--- src/rtl/lcd_seq_addr_gen_if.sv ---
// lcd_seq_addr_gen_if: address valid/ready handshake between the sequencer and the LCD write engine
interface lcd_seq_addr_gen_if #(
  parameter int ADDR_WIDTH = 17
) ();
  logic [ADDR_WIDTH-1:0] addr;
  logic                  addr_valid;
  logic                  addr_ready;
  modport master (output addr, output addr_valid, input addr_ready);
  modport slave  (input addr, input addr_valid, output addr_ready);
endinterface

--- src/rtl/lcd_seq_addr_gen.sv ---
// lcd_seq_addr_gen: walks CMD, PIX and TAIL address phases and hands each address out over valid/ready
module lcd_seq_addr_gen #(
  parameter int ADDR_WIDTH   = 17,
  parameter int CMD_LEN      = 106,
  parameter int PIX_COUNT    = 76800,
  parameter int PIX_MODE     = 0,
  parameter int PIX_BASE     = 106,
  parameter int TAIL_LEN     = 1,
  parameter int AUTO_REFRESH = 0
) (
  input  logic                clk,
  input  logic                rst,
  input  logic                start_i,
  lcd_seq_addr_gen_if.master  bus,
  output logic [1:0]          phase_o,
  output logic                busy_o,
  output logic                init_done_o,
  output logic                frame_done_o
);
  localparam int AW = ADDR_WIDTH;
  localparam logic [AW-1:0] CMD_LAST   = AW'(CMD_LEN - 1);
  localparam logic [AW-1:0] PIX_LAST   = AW'(PIX_COUNT - 1);
  localparam logic [AW-1:0] TAIL_LAST  = AW'(TAIL_LEN > 0 ? TAIL_LEN - 1 : 0);
  localparam logic [AW-1:0] PIX_ADDR0  = AW'(PIX_MODE != 0 ? PIX_BASE : CMD_LEN);
  localparam logic [AW-1:0] TAIL_ADDR0 = AW'(CMD_LEN + 1);
  // low two state bits double as the phase code, so phase/busy come straight off the register
  typedef enum logic [2:0] {IDLE = 3'd0, CMD = 3'd1, PIX = 3'd2, TAIL = 3'd3, DONE = 3'd4} state_t;
  state_t          state_q, state_d;
  logic [AW-1:0]   cnt_q, cnt_d, addr_q, addr_d, cnt_inc;
  logic            valid_q, valid_d, init_q, init_d, fdone_q, fdone_d, xfer, eof;
  assign xfer    = valid_q && bus.addr_ready;
  assign cnt_inc = cnt_q + AW'(1);
  assign eof     = xfer && ((state_q == PIX && cnt_q == PIX_LAST && TAIL_LEN == 0) ||
                            (state_q == TAIL && cnt_q == TAIL_LAST));
  always_comb begin
    state_d = state_q;
    cnt_d   = cnt_q;
    addr_d  = addr_q;
    valid_d = valid_q;
    init_d  = init_q;
    fdone_d = 1'b0;
    unique case (state_q)
      IDLE, DONE: if (start_i) begin
        state_d = CMD;
        cnt_d   = '0;
        addr_d  = '0;
        valid_d = 1'b1;
        init_d  = 1'b0;
      end
      CMD: if (xfer && cnt_q == CMD_LAST) begin
        state_d = PIX;
        cnt_d   = '0;
        addr_d  = PIX_ADDR0;
        init_d  = 1'b1;
      end else if (xfer) begin
        cnt_d  = cnt_inc;
        addr_d = cnt_inc;
      end
      PIX: if (xfer && cnt_q != PIX_LAST) begin
        cnt_d  = cnt_inc;
        addr_d = PIX_MODE != 0 ? PIX_ADDR0 + cnt_inc : PIX_ADDR0;
      end else if (xfer && TAIL_LEN > 0) begin
        state_d = TAIL;
        cnt_d   = '0;
        addr_d  = TAIL_ADDR0;
      end
      TAIL: if (xfer && cnt_q != TAIL_LAST) begin
        cnt_d  = cnt_inc;
        addr_d = TAIL_ADDR0 + cnt_inc;
      end
      default: ;
    endcase
    // refresh re-enters PIX with the first pixel already presented, so there is no bubble
    if (eof) begin
      fdone_d = 1'b1;
      state_d = AUTO_REFRESH != 0 ? PIX : DONE;
      cnt_d   = '0;
      addr_d  = AUTO_REFRESH != 0 ? PIX_ADDR0 : addr_q;
      valid_d = AUTO_REFRESH != 0;
    end
  end
  always_ff @(posedge clk) begin
    if (rst) begin
      state_q <= IDLE;
      cnt_q   <= '0;
      addr_q  <= '0;
      valid_q <= 1'b0;
      init_q  <= 1'b0;
      fdone_q <= 1'b0;
    end else begin
      state_q <= state_d;
      cnt_q   <= cnt_d;
      addr_q  <= addr_d;
      valid_q <= valid_d;
      init_q  <= init_d;
      fdone_q <= fdone_d;
    end
  end
  assign bus.addr       = addr_q;
  assign bus.addr_valid = valid_q;
  assign phase_o        = state_q[1:0];
  assign busy_o         = |state_q[1:0];
  assign init_done_o    = init_q;
  assign frame_done_o   = fdone_q;
endmodule

--- src/flat_wrapper.sv ---
// flat-port wrapper written by rule: the top's interface ports become plain ports
module lcd_seq_addr_gen_flat 
#(
  parameter int ADDR_WIDTH   = 17,
  parameter int CMD_LEN      = 106,
  parameter int PIX_COUNT    = 76800,
  parameter int PIX_MODE     = 0,
  parameter int PIX_BASE     = 106,
  parameter int TAIL_LEN     = 1,
  parameter int AUTO_REFRESH = 0
)
  (clk, rst, start_i, phase_o, busy_o, init_done_o, frame_done_o, bus_addr, bus_addr_valid, bus_addr_ready);
  lcd_seq_addr_gen_if #(.ADDR_WIDTH(ADDR_WIDTH)) bus_i ();
  input  logic clk;
  input  logic rst;
  input  logic start_i;
  output logic [1:0] phase_o;
  output logic busy_o;
  output logic init_done_o;
  output logic frame_done_o;
  output wire logic [$bits(bus_i.addr)-1:0] bus_addr;
  output wire logic [$bits(bus_i.addr_valid)-1:0] bus_addr_valid;
  input wire logic [$bits(bus_i.addr_ready)-1:0] bus_addr_ready;
  assign bus_addr = bus_i.addr;
  assign bus_addr_valid = bus_i.addr_valid;
  assign bus_i.addr_ready = bus_addr_ready;
  lcd_seq_addr_gen #(.ADDR_WIDTH(ADDR_WIDTH), .CMD_LEN(CMD_LEN), .PIX_COUNT(PIX_COUNT), .PIX_MODE(PIX_MODE), .PIX_BASE(PIX_BASE), .TAIL_LEN(TAIL_LEN), .AUTO_REFRESH(AUTO_REFRESH)) u_core (.clk(clk), .rst(rst), .start_i(start_i), .bus(bus_i), .phase_o(phase_o), .busy_o(busy_o), .init_done_o(init_done_o), .frame_done_o(frame_done_o));
endmodule
--- config.mk ---
export PLATFORM = sky130hd
export DESIGN_NAME = lcd_seq_addr_gen_flat
export DESIGN_NICKNAME = d
export VERILOG_FILES = /design/src/rtl/lcd_seq_addr_gen_if.sv /design/src/rtl/lcd_seq_addr_gen.sv /design/src/flat_wrapper.sv
export SDC_FILE = /design/constraint.sdc
export NUM_CORES = 1
export LEC_CHECK = 0
export ABC_AREA = 0
export ABC_CLOCK_PERIOD_IN_PS = 7400
export CORE_ASPECT_RATIO = 0.6
export CORE_MARGIN = 4
export CORE_UTILIZATION = 54
export DETAILED_ROUTE_END_ITERATION = 8
export GPL_ROUTABILITY_DRIVEN = 0
export HOLD_SLACK_MARGIN = 0.06
export PLACE_DENSITY = 0.76
export SETUP_SLACK_MARGIN = 0.02
export SLEW_MARGIN = 25
export SYNTH_ARGS = -nofsm -noshare
export SYNTH_HDL_FRONTEND = slang
export SYNTH_SLANG_ARGS = --single-unit
--- constraint.sdc ---
create_clock -name clk -period 7.4 [get_ports clk]
set_input_delay 0.74 -clock clk [delete_from_list [all_inputs] [get_ports clk]]
set_output_delay 0.74 -clock clk [all_outputs]
set_load 0.005 [all_outputs]
-- After elaboration in Yosys (flattened, before gate mapping)
Index checks and enable logic that the tools add are counted.
- add/subtract/negate cells: 2
- $mul: 0
- div/mod/pow operators: 0
- order comparisons: 0
- equality and inequality tests: 17
- shift operators: 0
- mux-type cells: 22
- bitwise logic cells: 1
- reduce and logical (&&, ||, !) cells: 22
- operators by type and width (cell ; count):
    17-bit 2-to-1 mux ; 10
    17-bit case mux with 4 select lines ; 2
    17-bit by 1-bit adder with 17-bit output, second input constant ; 1
    7-bit by 17-bit adder with 17-bit output, first input constant ; 1
    17-bit by 7-bit equality test with 1-bit output, second input constant ; 1
    17-bit zero test ; 1
    17-bit inequality test, second input constant ; 1
    17-bit nonzero test ; 1
    3-bit 2-to-1 mux ; 5
    5-bit AND reduction ; 3
    3-bit by 1-bit inequality test with 1-bit output, second input constant ; 3
    3-bit by 2-bit inequality test with 1-bit output, second input constant ; 3
    3-bit case mux with 3 select lines ; 1
    4-bit nonzero test ; 2
    3-bit by 2-bit equality test with 1-bit output, second input constant ; 2
    1-bit logical AND ; 6
    2-bit inequality test, second input constant ; 3
    6-bit AND reduction ; 1
    2-bit OR reduction ; 3
    2-bit by 1-bit inequality test with 1-bit output, second input constant ; 2
    3-bit by 1-bit equality test with 1-bit output, second input constant ; 1
    3-bit equality test, second input constant ; 1
    3-bit zero test ; 1
    1-bit 2-to-1 mux ; 3
    6 further kinds ; 6
- register bits after elaboration: 40
- latch bits: 0
- bits in writable memories: 0
- bits in read-only memories: 0
- output and inout bits: 23
- memories kept: 0

-- Longest topological paths before layout
- depth in word-level cells: 5
- mapped depth: 10
- gate-level depth less buffers: 8

-- Worst setup path after synthesis
OpenSTA, ideal clock, no wires.
- path kind: register -> register
- start: register u_core.cnt_q[0]
- end: register u_core.addr_q[11], in the netlist u_core.bus.addr[11]
- setup time: 0.086 ns
- arrival: 2.302 ns
- data required time: 7.314 ns
- slack: 5.012 ns
- stages on the path, launching flop included: 10
- buffers on the path: 1
- cell sequence: dfxtp_1 buf_4 inv_1 ha_1 nand2b_1 a41oi_1 o22ai_1 a2111o_1 a211o_1 a221oi_2
- word-level cells in the longest chain between the ends: 5
- ends and longest elaborated chain (what ; RTL line ; text):
    start, declared ; lcd_seq_addr_gen.sv:29 ; logic [AW-1:0] cnt_q, cnt_d, addr_q, addr_d, cnt_inc;
    start signal, assigned ; lcd_seq_addr_gen.sv:92 ; cnt_q <= cnt_d;
    branches (longest 5 deep; another with 17-bit by 1-bit adder with 17-bit output) ; n/a ;
    end signal, assigned ; lcd_seq_addr_gen.sv:93 ; addr_q <= addr_d;
    end, declared ; lcd_seq_addr_gen.sv:29 ;
Parallel ways; which one is timed is not known. The select of a mux whose other input is x is not followed.
A chain may end at the register's enable or synchronous reset.

-- Final worst setup path
Ends and elaborated chain as after synthesis.

==> impl_metrics.csv <==
group,metric,value,unit
global_routing,grt_pass1_vias,2407,
global_routing,grt_max_degree,24,
final_layout,area_growth_syn_to_layout,9.59,%
logic_synthesis,synth_edf_count,0,
setup_path,critPathBufInv,0,
logic_synthesis,syn_avg_cell_area,8.31,um^2
final_layout,diodes,0,
die,initial_utilization,56.3,%
global_routing,grt_pass1_wl,12.6,mm
logic_synthesis,synth_top_area_share,28.0,%
sta,fmax,296,MHz
setup_path,cp_cell_sequence,"ha_1, nand3_1, o21a_1, nor4_4, a211oi_1, a211o_1, a221oi_2",
drt,drtIter0Drc,242,
sta,fin_setup_tns,0,ns
sta,rsz0062_at_grt,"false",
setup_path,cp_slowest_cell,"dfxtp_1",
placed_design,port_buffers,26,
logic_synthesis,yosys.area.top_type,"dfxtp_1",
clocking,worstSkewPairLatency,0.30,ns
logic_synthesis,synth_area,0.00286,mm^2
clocking,h-tree-depth,2,
clocking,cts_tree,"built",
logic_synthesis,synth_ff_type,"dfxtp_1",
drt,first_pass_iters,5,
logic_synthesis,postSynthNetCount,352,
power_and_ir_drop,ir_worst_vdd,0.0000771,V
logic_synthesis,syn_inst,344,
die,dieWidth,102,um
setup_path,critPathArrivalTime,3.59,ns
drt,vias,2682,
drt,wl_per_cell,18.3,um
sta,post-route-period-util,45.6,%
flow_run,max_cap_viol_count,0,
logic_synthesis,synth_top_cells_by_area,"dfxtp_1 28%, nor2_1 5.1%, a22oi_1 5.0%",
setup_path,max_stage_delay,0.70,ns
die,io_pins,27,
drt,postRouteAntennaNets,0,
drt,routed_wl,7.60,mm
sta,fin_worst_skew,0.0143,ns
logic_synthesis,yosys_warnings,0,
sta,min_period,3.38,ns
sta,worst_slew_margin_rel,40.6,%
logic_synthesis,yosysSeqAreaShare,28.0,%
logic_synthesis,synth-seq-cells,40,
sta,worst_pin_slew,0.890,ns
global_routing,grt_antenna_before_repair,0,
final_layout,drive_gt1_share,10.6,%
setup_path,r2r_setup_slack,4.02,ns
setup_path,critical_path.top_delay_family,"compound AO/OA/AOI/OAI gates",
global_routing,track_usage,24.1,%
clocking,cts_root_buf,"clkbuf_8",
run_status,status,"completed",
clocking,cts_sinks,40,
die,rows,20,
final_layout,fin_nets,356,
sta,hold_viol_final,0,
drt,vias_per_cell,6.46,
clocking,hold_buffers,0,
clocking,clkTransAtPathRegs,0.09,ns
power_and_ir_drop,finalPower,0.444,mW
power_and_ir_drop,powerDensity,142,mW/mm^2
setup_path,end_kind,"register",
clocking,cts_buffer_depth,2,
clocking,cts_setup_buffers,0,
setup_path,cp_max_fo,13,
setup_path,worst_setup_path_start_kind,"register",
sta,setup_violations,0,
placed_design,hpwl,5.47,mm
die,dieArea,0.00656,mm^2
logic_synthesis,synth_common_cells,"40 x dfxtp_1, 39 x nor2_1, 26 x a21oi_1",
clocking,cts_resized,0,
clocking,cts_buffers,5,
logic_synthesis,post-synth-top-count-cell,"dfxtp_1",
global_routing,overflow,0,
logic_synthesis,async_flop_share,0,%
drt,drc,0,
worst_hold_path,hp-class,"register to register",
sta,drv_slew,0,
die,die_y,64.4,um
logic_synthesis,synth.distinct_cells,70,
setup_path,required,7.61,ns
setup_path,path_class,"register to register",
die,core,0.00508,mm^2
power_and_ir_drop,p_leak,1.05,nW
registers in the layout, summed over array words and instances (netlist names):
name,cells
u_core.bus.addr,17
u_core.cnt_q,17
u_core.state_q,3
u_core.bus.addr_valid,1
u_core.frame_done_o,1
u_core.init_done_o,1
worst paths after layout:
| check | startpoint | end | cells past startpoint |
|---|---|---|---|
| hold / removal | u_core.bus.addr[6]$_SDFFE_PP0P_ | u_core.bus.addr[6]$_SDFFE_PP0P_ | 2 |
| setup / recovery | u_core.cnt_q[0]$_SDFFE_PP0P_ | u_core.bus.addr[11]$_SDFFE_PP0P_ | 7 |
| hold reg to reg | u_core.bus.addr[6]$_SDFFE_PP0P_ | u_core.bus.addr[6]$_SDFFE_PP0P_ | 2 |
| setup reg to reg | u_core.cnt_q[0]$_SDFFE_PP0P_ | u_core.bus.addr[11]$_SDFFE_PP0P_ | 7 |
cells by family after synthesis:
| group | after synthesis | synth area share, % |
|---|---|---|
| xor gates and xnor gates | 19 | 6.09 |
| and+or+nand+nor | 133 | 27.9 |
| DFF | 40 | 28.0 |
| muxes | 3 | 1.09 |
| adders and majority gates | 4 | 1.75 |
| buffers and inverters | 39 | 8.10 |
| AOI/OAI and AO/OA | 106 | 27.0 |
cells in the final DEF, fill, tap and decap left out, types with 3 or more instances in the layout:
cell type,count
o21ai_0,11
a22oi_1,19
dfxtp_1,40
nor3_1,8
nand3_1,8
clkdlybuf4s50_1,26
a211oi_1,7
or3_1,4
a21oi_1,26
or2_2,4
ha_1,4
xor2_1,8
and2_1,3
a211o_1,3
inv_1,9
nand4_1,4
nor4_1,6
clkbuf_8,6
a22o_1,3
nor2b_1,3
xnor2_1,10
and3_1,5
nand2_1,20
o22ai_1,6
o31ai_1,4
nand2b_1,7
nor2_1,39
per-stage QoR:
stage | worst slack, ns | area [um^2] | cells | hold slack [ns] | util, %
final | 4.02 | 3130 | 415 | 0.458 | 61.7
after global routing | 3.76 | 3130 | 415 | 0.499 | 61.7
after CTS | 4.07 | 3130 | 415 | 0.459 | 61.7
after detailed placement | 4.08 | 3010 | 407 | 0.448 | 59.3
after global placement | 4.14 | 3010 | 407 | 0.446 | 59.3
after floorplan | 5.01 | 2860 | 344 | 0.444 | -
metal layers:
metal	wire [um]	global-route usage [%]	vias to the layer above
met4	46	4.58	0
li1	-	-	1284
met2	3020	32.1	104
met1	3860	38.9	1285
met3	674	5.13	9
met5	0	0	-
final cells by class:
type	count	area, um^2
Clock buffer	6	82.6
Clock inverter	2	38.8
Fill cell	473	1950
Inverter	9	33.8
Multi-Input combinational cell	265	1830
Sequential cell	40	801
Tap cell	66	82.6
Timing Repair Buffer	27	268
where the power goes:
group | switching [mW] | internal (mW)
logic | 0.0187 | 0.0103
registers | 0.00419 | 0.216
clock network | 0.0842 | 0.110
worst reg2reg max path: cells and delay by family (launching register included):
kind	cells	cell delay, ns
adder cells (fa/ha/maj)	1	0.48
AO/OA/AOI/OAI	4	1.16
flip-flops	1	0.70
AND/OR/NAND/NOR	2	0.95
Power figures use the tool's default switching activity.
